$ cat src/rtl/gate_bist_pkg.sv
// Shared types and constants for the two-input gate BIST controller.
// Exports the FSM state enum and the standard gate truth tables.
package gate_bist_pkg;

   typedef enum logic [1:0] {
      IDLE   = 2'd0,
      SETTLE = 2'd1,
      CHECK  = 2'd2,
      DONE   = 2'd3
   } state_t;

   // Bit i is the expected gate output for input index {a,b} = i.
   localparam logic [3:0] TRUTH_NAND = 4'b0111;
   localparam logic [3:0] TRUTH_AND  = 4'b1000;

   localparam logic [1:0] LAST_VEC = 2'd3;
   localparam logic [2:0] ERR_MAX  = 3'd4;

endpackage

$ cat src/rtl/gate_bist_ctrl.sv
// Exhaustive 4-vector self-test of one two-input gate.
// Ports: clk, rst_n (async low), start; gate_a/gate_b/gate_y to the
// gate; busy, done (pulse), pass, err_cnt, fail_vec results.
module gate_bist_ctrl
   import gate_bist_pkg::*;
#(
   parameter int unsigned SETTLE_CYCLES = 2,
   parameter logic [3:0]  TRUTH         = TRUTH_NAND
) (
   input  logic       clk,
   input  logic       rst_n,
   input  logic       start,
   output logic       gate_a,
   output logic       gate_b,
   input  logic       gate_y,
   output logic       busy,
   output logic       done,
   output logic       pass,
   output logic [2:0] err_cnt,
   output logic [1:0] fail_vec
);

   localparam logic [3:0] SETTLE_LD = 4'(SETTLE_CYCLES);

   state_t     state_q, state_d;
   logic [1:0] vec_q, vec_d;
   logic [3:0] cnt_q, cnt_d;
   logic [1:0] ab_q, ab_d;
   logic       busy_q, busy_d;
   logic       done_q, done_d;
   logic       pass_q, pass_d;
   logic [2:0] err_q, err_d;
   logic [1:0] fail_q, fail_d;
   logic       mis;

   // Case inequality so an undriven or X output counts as a miss.
   assign mis = (gate_y !== TRUTH[vec_q]);

   always_ff @(posedge clk or negedge rst_n) begin
      if (!rst_n) state_q <= IDLE;
      else        state_q <= state_d;
   end

   always_comb begin
      state_d = state_q;
      unique case (state_q)
         IDLE:   if (start) state_d = SETTLE;
         SETTLE: if (cnt_q <= 4'd1) state_d = CHECK;
         CHECK:  state_d = (vec_q == LAST_VEC) ? DONE : SETTLE;
         DONE:   state_d = IDLE;
      endcase
   end

   always_comb begin
      vec_d  = vec_q;
      cnt_d  = cnt_q;
      err_d  = err_q;
      fail_d = fail_q;
      pass_d = pass_q;
      done_d = 1'b0;
      unique case (state_q)
         IDLE: begin
            if (start) begin
               vec_d  = 2'd0;
               cnt_d  = SETTLE_LD;
               err_d  = 3'd0;
               fail_d = 2'd0;
               pass_d = 1'b0;
            end
         end
         SETTLE: cnt_d = cnt_q - 4'd1;
         CHECK: begin
            if (mis) begin
               err_d = (err_q == ERR_MAX) ? ERR_MAX : err_q + 3'd1;
               if (err_q == 3'd0) fail_d = vec_q;
            end
            if (vec_q != LAST_VEC) begin
               vec_d = vec_q + 2'd1;
               cnt_d = SETTLE_LD;
            end else begin
               done_d = 1'b1;
               pass_d = (err_d == 3'd0);
            end
         end
         DONE: begin
         end
      endcase
      busy_d = (state_d == SETTLE) || (state_d == CHECK);
      ab_d   = busy_d ? vec_d : 2'b00;
   end

   always_ff @(posedge clk or negedge rst_n) begin
      if (!rst_n) begin
         vec_q  <= 2'd0;
         cnt_q  <= 4'd0;
         ab_q   <= 2'b00;
         busy_q <= 1'b0;
         done_q <= 1'b0;
         pass_q <= 1'b0;
         err_q  <= 3'd0;
         fail_q <= 2'd0;
      end else begin
         vec_q  <= vec_d;
         cnt_q  <= cnt_d;
         ab_q   <= ab_d;
         busy_q <= busy_d;
         done_q <= done_d;
         pass_q <= pass_d;
         err_q  <= err_d;
         fail_q <= fail_d;
      end
   end

   assign gate_a   = ab_q[1];
   assign gate_b   = ab_q[0];
   assign busy     = busy_q;
   assign done     = done_q;
   assign pass     = pass_q;
   assign err_cnt  = err_q;
   assign fail_vec = fail_q;

endmodule

$ cat config.mk
export PLATFORM = sky130hd
export DESIGN_NAME = gate_bist_ctrl
export DESIGN_NICKNAME = d
export VERILOG_FILES = /design/src/rtl/gate_bist_pkg.sv /design/src/rtl/gate_bist_ctrl.sv
export SDC_FILE = /design/constraint.sdc
export NUM_CORES = 1
export LEC_CHECK = 0
export BUFFER_PORTS_ARGS = -buffer_cell sky130_fd_sc_hd__buf_4
export CORE_AREA = 5 5 51 53
export DETAILED_ROUTE_END_ITERATION = 12
export DIE_AREA = 0 0 56 58
export GPL_TIMING_DRIVEN = 1
export PLACE_DENSITY_LB_ADDON = 0.08
export SYNTH_ARGS = -nofsm -noshare
export SYNTH_HDL_FRONTEND = slang
export SYNTH_SLANG_ARGS = --single-unit
export TNS_END_PERCENT = 50
$ cat constraint.sdc
create_clock -name clk -period 1.54 [get_ports clk]
set_clock_uncertainty 0.1 [all_clocks]
set_input_delay 0.154 -clock clk [delete_from_list [all_inputs] [get_ports clk]]
set_output_delay 0.154 -clock clk [all_outputs]
set_load 0.03 [all_outputs]
==> reports/qor.csv, run 1 <==
metric,value,unit
required,1620,ps
antenna_found_initial,0,
drt_iter0_drc,13,
port_buffers,13,
crit_path_max_fanout,11,
syn_inst,100,
worstSkewPairLatency,300,ps
hpwl,1.486,mm
p_per_area,1506,nW/um^2
first_global_vias,754,
fillers,195,
nets,130,
drt_pass1_iterations,4,
cts.sink_count,18,
via_count,764,
arrival,1540,ps
vias_per_cell,5.128,
syn_nets,108,
clock_path_buffers,2,
ios,14,
setup_viol,0,
die_w,56,microns
hp-class,in2reg,
grt_max_degree,19,
setup.worst_path.class,reg2reg,
dieArea,3248,sq um
regToRegSetupSlack,90,ps
maxSlewViolCount,0,
ys_top_cells_by_area,"dfrtp_1 46%, ha_1 5.1%, o21ai_0 4.6%, mux2i_1 4.1%, nor2_1 3.1%",
numCtsBuffers,3,
num_rows,17,
final_util,56.33,%
ys_warn_count,0,
synth.distinct_cells,35,
clkTransAtPathRegs,110,ps
layout-drive-gt1-share,27.27,%
ant_nets,0,
max_cap_viol_count,0,
multiInputGateArea,469.2,sq um
grt_pass1_wl,3.360,mm
cp-end-kind,register,
max_freq,688.3,MHz
yosysTopAreaCellShare,45.86,%
h-tree-depth,1,
gr-total-overflow,0,
regArea,451.7,sq um
ys_ff_latch,18,
worstMarginPinSlew,384.2,ps
post-route-drc-count,0,
totalWireLength,2.028,mm
synth.avg_cell_area,9.822,sq um
startpoint_type,register,
worst_r2r_path_depth,4,
synth_top_cell_by_area,dfrtp_1,
dp_cells,142,
globalplace.congestion,0.7871,
min_delay_path_depth,3,
core,2106,sq um
synth_area,982.2,sq um
hold_violations,0,
cts-root-buf,clkbuf_4,
fin_crit,1453,ps
max_slew_margin,74.33,%
outcome,"finished, final reports clean",
finalCritPeriodShare,94.35,%
hold_ws,50.40,ps
cts_tree,built,
leakage,0.5733,nW
area_growth,20.76,%
tns,0,ps
grt_setup_unrepaired,false,
post_drt_wl_per_cell,13.61,microns
initial_utilization,46.64,%
instances_no_fill,149,
die_h,58,microns
ir_drop,0.8922,mV
grt_usage,13.15,%
antenna_cells,0,
synth-seq-area-share,45.86,%
placed cells by master (no fill, tap or decap):
master and n:
buf_4 21, dfrtp_1 17, nor2_1 8, o21ai_0 8, inv_1 6, nand2_1 6
a21oi_1 4, nor2b_1 4, mux2i_1 4, ha_1 4, nand2b_1 3, a31oi_1 3
clkbuf_4 3, a21o_1 2, xnor2_1 2, nand3b_1 2, o211ai_1 2, o21ba_2 1
inv_2 1, nor3_1 1, o21bai_1 1, and2_1 1, nor3_2 1, a21oi_2 1
a21bo_1 1, and2_4 1, o21a_1 1, nand3_1 1, nand4_1 1, or3_1 1
a211oi_2 1, o21ai_1 1, o31ai_1 1, a31o_1 1, a21bo_2 1, o22ai_1 1
clkbuf_8 1, dfrtp_2 1, dlygate4sd3_1 1
where the power goes:
part	total, mW	switching (mW)	internal (mW)
registers	0.681	0.0958	0.585
clock network	0.302	0.157	0.144
logic	0.804	0.445	0.359
routing by layer:
layer  routed length (microns)  global-route usage (%)  part of all wire [%]
met5                         0                       0                     0
met4                        21                   5.085                   1.0
met3                        75                   2.895                   3.7
met2                       950                   21.54                    47
met1                       981                   16.99                    48
state kept, by name (all words and copies together), names as in the netlist:
register	flops
ab_q	2
busy	1
cnt_q	4
done	1
err_cnt	3
fail_vec	2
pass	1
state_q	2
vec_q	2
cells in the mapped netlist (all sizes together):
cell and number:
a211oi 1, a21bo 2, a21o 2, a21oi 5
a31o 1, a31oi 3, and2 2, buf 4
clkbuf 1, dfrtp 18, ha 4, inv 7
mux2i 4, nand2 6, nand2b 3, nand3 1
nand3b 2, nand4 1, nor2 8, nor2b 4
nor3 2, o211ai 2, o21a 1, o21ai 9
o21ba 1, o21bai 1, o22ai 1, o31ai 1
or3 1, xnor2 2
logic make-up after synthesis:
kind of cell             count (synthesis)  synth area share [%]
AND/OR/NAND/NOR                         30                 16.18
XOR/XNOR                                 2                 1.784
flip-flops                              18                 45.86
adder cells (fa/ha/maj)                  4                 5.096
AO/OA/AOI/OAI                           30                 20.64
multiplexers                             4                 4.077
buffers and inverters                   12                 6.369
layout make-up:
class                   count  area share, %
inverters                   7          2.215
repair buffers             22          14.14
clock buffers               4          3.059
well taps                  28          2.954
flip-flops and latches     18          38.08
multi-input cells          70          39.56
repair_timing:
item / in CTS / in global routing
hold endpoints to repair: 18 / 0
hold buffers: 1 / 0
setup buffers: 0 / 2
gates resized for setup: 0 / 2
setup endpoints to repair: 0 / 3
stage by stage:
stage / cell area (sq um) / worst slack [ps] / power (mW)
final: 1186 / 87.06 / 1.787
after global placement: 1125 / 84.71 / 1.454
after floorplan: 983.4 / 26.59 / 1.235
after CTS: 1171 / 12.50 / 1.780
after global routing: 1186 / 1.099 / 1.913
after detailed placement: 1125 / 35.89 / 1.471
worst paths after layout:
check / from / endpoint
worst max-delay path: state_q[0]$_DFF_PN0_ / fail_vec[0]$_DFFE_PN0P_
worst min register to register: fail_vec[1]$_DFFE_PN0P_ / fail_vec[1]$_DFFE_PN0P_
worst min-delay path: start / state_q[0]$_DFF_PN0_
min in group asynchronous: rst_n / vec_q[0]$_DFF_PN0_
max in group asynchronous: rst_n / err_cnt[0]$_DFFE_PN0P_
worst max register to register: state_q[0]$_DFF_PN0_ / fail_vec[0]$_DFFE_PN0P_
critical path: stages, from the launching register on:
cell	delay, ps
dfrtp_1	500
o21ba_2	320
nand4_1	180
o211ai_1	140
o21ai_0	100
(Power assumes the default switching activity.)
==> inputs of run 2 (changes only) <==
--- a/config.mk
+++ b/config.mk
@@ -5,10 +5,10 @@
 export SDC_FILE = /design/constraint.sdc
 export NUM_CORES = 1
 export LEC_CHECK = 0
-export BUFFER_PORTS_ARGS = -buffer_cell sky130_fd_sc_hd__buf_4
-export CORE_AREA = 5 5 51 53
+export CORE_AREA = 5 5 49 51
 export DETAILED_ROUTE_END_ITERATION = 12
-export DIE_AREA = 0 0 56 58
+export DIE_AREA = 0 0 54 56
+export DONT_BUFFER_PORTS = 1
 export GPL_TIMING_DRIVEN = 1
 export PLACE_DENSITY_LB_ADDON = 0.08
 export SYNTH_ARGS = -nofsm -noshare
==> run 2 against run 1 <==
  * Sequential share of layout area increased by 0.85 points
  * Hold slack worse by 21 ps
  * Design area decreased by 1.4%
  * First-iteration DRC count shrank 62%
  * Non-clock buffer count down 7
  * Global-route usage is 1.8 points higher
  * Die area fell by 6.9%
  * Via count is 2.4% lower
  * Total power shrank 5.1%
  * Sequential power up 14%
  * Critical path type unchanged
  * Largest cell class unchanged
==> reports/qor.csv, run 2 (synthesis gave the netlist of run 1 again) <==
metric,value,unit
cpMaxStageDelayCell,dfrtp_2,
layout_common_cells,"14 x dfrtp_1, 10 x buf_4, 8 x nor2_1",
nets,123,
cts.sink_count,18,
drt_pass1_iterations,4,
crit_buf_inv,0,
cp-end-kind,register,
regMostFlops,cnt_q,
required,1640,ps
final_util,61.51,%
place_area,1033,sq um
reg2reg_from,vec_q[1]$_DFF_PN0_,
ant_nets,0,
ios,14,
post_drt_wl_per_cell,14.02,microns
gr-total-overflow,0,
hp-start,start,
port_buffers,0,
grt_pass1_wl,3.291,mm
clock_path_buffers,2,
fin_crit,1467,ps
die_h,56,microns
grt_usage,14.95,%
numCtsBuffers,3,
die_w,54,microns
layout-drive-gt1-share,28.07,%
final_common_cell,dfrtp_1,
cts-root-buf,clkbuf_4,
h-tree-depth,1,
grt_setup_unrepaired,true,
max_freq,681.5,MHz
cts_tree,built,
hpwl,1.352,mm
post-route-drc-count,0,
hp-class,in2reg,
largest_register_ff_count,4,
cp-startpoint,vec_q[1]$_DFF_PN0_,
setup_viol,0,
grt_max_degree,19,
outcome,"finished, final reports clean",
first_global_vias,735,
leakage,0.5276,nW
slowest_delay,460,ps
initial_utilization,51.64,%
crit_chain,a21bo_1 > and2_4 > mux2i_1 > o31ai_1,
startpoint_type,register,
worstSkewPairLatency,310,ps
setup.worst_path.class,reg2reg,
p_per_area,1450,nW/um^2
crit_path_max_fanout,6,
totalWireLength,1.977,mm
dieArea,3024,sq um
antenna_found_initial,0,
max_cap_viol_count,0,
drt_iter0_drc,5,
globalplace.congestion,0.7869,
fin_area,1170,sq um
arrival,1570,ps
core,1902,sq um
finalCritPeriodShare,95.28,%
num_rows,16,
max_slew_margin,46.54,%
hold_violations,0,
fillers,162,
ir_drop,0.8933,mV
area_growth,19.11,%
antenna_cells,0,
worstMarginPinSlew,799.2,ps
clkTransAtPathRegs,100,ps
vias_per_cell,5.291,
via_count,746,
cp_top_family,compound AO/OA/AOI/OAI gates,
maxSlewViolCount,0,
[run 2: cell count changes in the layout (fill, tap and decap cells not counted), sizes merged]
| cell | before | now |
|---|---|---|
| buf | 21 | 12 |
| dlygate4sd3 | 1 | 2 |
| clkbuf | 4 | 5 |
[run 2: layer usage]
metal,wire (microns),global-route usage (%)
met5,0,0
met2,961,22.32
met3,88,4.021
met4,51,8.541
met1,877,18.86
[run 2: repair_timing]
action	4_1_cts	5_1_grt
pin swaps	0	7
setup endpoints to repair	1	5
endpoints found under the hold margin	19	0
setup buffers	0	6
hold buffers	2	0
gates resized for setup	1	13
[run 2: final cells by class]
type	instances	area, sq um	area share, %
clock buffers	4	26.28	2.246
inverters	7	26.28	2.246
multi-input cells	70	505.5	43.21
flip-flops and latches	18	455.4	38.93
well taps	27	33.78	2.888
repair buffers	15	122.6	10.48
[run 2: path summary, 6_finish.rpt]
check	end	slack, ps	cells past startpoint
worst max-delay path	pass$_DFFE_PN0P_	70	4
worst min-delay path	vec_q[1]$_DFF_PN0_	30	3
max in group asynchronous	vec_q[1]$_DFF_PN0_	530	1
min in group asynchronous	ab_q[0]$_DFF_PN0_	260	1
worst max register to register	pass$_DFFE_PN0P_	70	4
worst min register to register	cnt_q[0]$_DFFE_PN0P_	440	1
[run 2: power by group]
part / switching, mW / internal (mW) / leakage [nW]
sequential: 0.190 / 0.589 / 0.230
clock: 0.159 / 0.101 / 0.0150
combinational: 0.334 / 0.322 / 0.282
total: 0.683 / 1.01 / 0.528
[run 2: tightest hold or removal path: cells and delay by family]
kind             cells  cell delay, ps
AND/OR/NAND/NOR      2             170
AO/OA/AOI/OAI        1              70
[run 2: through the flow]
stage / setup TNS, ps / instances / hold slack [ps] / setup slack (ps) / total power, mW
detailed placement: 0 / 129 / -241.1 / 18.52 / 1.391
CTS: 0 / 135 / 27.30 / 18.00 / 1.662
floorplan: 0 / 100 / -241.6 / 26.59 / 1.235
finish: 0 / 141 / 29.39 / 72.62 / 1.696
global placement: 0 / 129 / -241.2 / 87.80 / 1.370
global route: -40.18 / 141 / 27.93 / -22.00 / 1.817
==> inputs of run 3 (changes only) <==
--- a/config.mk
+++ b/config.mk
@@ -5,9 +5,10 @@
 export SDC_FILE = /design/constraint.sdc
 export NUM_CORES = 1
 export LEC_CHECK = 0
-export CORE_AREA = 5 5 49 51
+export CAP_MARGIN = 40
+export CORE_AREA = 5 5 69 71
 export DETAILED_ROUTE_END_ITERATION = 12
-export DIE_AREA = 0 0 54 56
+export DIE_AREA = 0 0 74 76
 export DONT_BUFFER_PORTS = 1
 export GPL_TIMING_DRIVEN = 1
 export PLACE_DENSITY_LB_ADDON = 0.08
==> constraint.sdc (replaced) <==
create_clock -name clk -period 1.35 [get_ports clk]
set_clock_uncertainty 0.1 [all_clocks]
set_input_delay 0.135 -clock clk [delete_from_list [all_inputs] [get_ports clk]]
set_output_delay 0.135 -clock clk [all_outputs]
set_load 0.03 [all_outputs]
==> run 3 against run 2 <==
  * The flow now finishes with violations (negative setup slack)
  * Die area up 86%
  * Total power up 41%
  * Core utilization down 29 points
  * Fmax up 6.5%
  * Combinational power up 72%
  * Cell count up 30%
  * Sequential power up 11%
  * Largest power group is now combinational logic
  * Via count up 7.5%
  * Wire length up 22%
==> reports/qor.csv, run 3 (synthesis gave the netlist of run 1 again) <==
metric,value,unit
outcome,"finished, violations left",
violations,negative setup slack,
hpwl,1.763,mm
worstSkewPairLatency,250,ps
clkTransAtPathRegs,70,ps
cts-root-buf,clkbuf_8,
post_drt_wl_per_cell,13.15,microns
globalplace.congestion,0.6853,
die_w,74,microns
finalCritPeriodShare,102.1,%
p_per_area,1738,nW/um^2
ios,14,
maxSlewViolCount,0,
final_common_cell,buf_4,
fin_crit,1378,ps
layout-drive-gt1-share,40.46,%
nets,140,
numCtsBuffers,3,
totalWireLength,2.406,mm
cts_tree,built,
max_cap_viol_count,0,
cts.sink_count,18,
drt_iter0_drc,18,
hold_ws,42.96,ps
final_util,32.85,%
dieArea,5624,sq um
area_growth,39.62,%
clock_path_buffers,2,
num_rows,24,
max_freq,725.5,MHz
worst_slack,-28.44,ps
antenna_found_initial,0,
ir_drop,0.5250,mV
vias_per_cell,4.383,
cp-end-kind,register,
grt_usage,9.612,%
arrival,1440,ps
port_buffers,0,
initial_utilization,23.53,%
regToRegSetupSlack,-30,ps
h-tree-depth,1,
setup.worst_path.class,reg2reg,
hold_violations,0,
via_count,802,
pre_cts_ws,-123.1,ps
first_global_vias,892,
hp-class,in2async,
grt_pass1_wl,4.174,mm
post-route-drc-count,0,
fin_area,1371,sq um
instances_no_fill,183,
regMostFlops,cnt_q,
core,4174,sq um
drt_pass1_iterations,4,
startpoint_type,register,
antenna_cells,0,
max_slew_margin,79.73,%
worstMarginPinSlew,304.1,ps
crit_path_max_fanout,6,
gr-total-overflow,0,
die_h,76,microns
layout_common_cells,"29 x buf_4, 13 x dfrtp_1, 7 x nor2_1",
required,1410,ps
grt_max_degree,19,
setup_viol,2,
place_area,1204,sq um
grt_setup_unrepaired,true,
dp_cells,172,
largest_register_ff_count,4,
leakage,0.6347,nW
ant_nets,0,
==> run 3: report_power, final <==
group	internal (mW)	total, mW	switching [mW]
Sequential	0.675	0.861	0.187
Combinational	0.621	1.13	0.506
Clock	0.210	0.394	0.185
==> run 3: final cells by class <==
cell class	count	area (sq um)
clock buffer	4	45.04
fill	450	2803
sequential	18	456.7
inverter	7	26.28
tap	52	65.06
timing repair buffer	32	252.7
multi-input combinational	70	525.5
==> run 3: final timing paths <==
kind | from | to | cells after the start
min reg2reg | pass$_DFFE_PN0P_ | pass$_DFFE_PN0P_ | 2
max | vec_q[0]$_DFF_PN0_ | err_cnt[1]$_DFFE_PN0P_ | 4
max reg2reg | vec_q[0]$_DFF_PN0_ | err_cnt[1]$_DFFE_PN0P_ | 4
min in group clk | start | pass$_DFFE_PN0P_ | 3
max in group asynchronous | rst_n | err_cnt[0]$_DFFE_PN0P_ | 2
min | rst_n | ab_q[1]$_DFF_PN0_ | 1
==> run 3: layer usage <==
layer | wire length [microns] | vias to the layer above | track usage (%)
met2 | 1146 | 12 | 14.72
met4 | 30 | 0 | 4.348
met3 | 123 | 2 | 2.639
li1 | - | 406 | -
met1 | 1106 | 382 | 12.37
met5 | 0 | - | 0
==> run 3: repair_timing <==
action	CTS	global route
gates resized for setup	11	4
pin swaps	8	2
hold buffers	2	0
hold endpoints to repair	19	0
cloned	0	0
setup endpoints to repair	10	10
buffers inserted	4	0
==> run 3: worst max-delay path, cell delays in order, from the launching register on <==
cell     delay (ps)
dfrtp_2         440
a21bo_1         230
and2_4          160
o21a_1          180
o22ai_1         180
==> run 3: stage by stage <==
step	setup TNS (ps)	total power, mW
2_1_floorplan	-385.1	1.416
3_3_place_gp	-377.4	1.883
3_5_place_dp	-515.5	1.877
4_1_cts	-114.8	2.407
5_1_grt	-696.9	2.602
6_report	-29.18	2.383
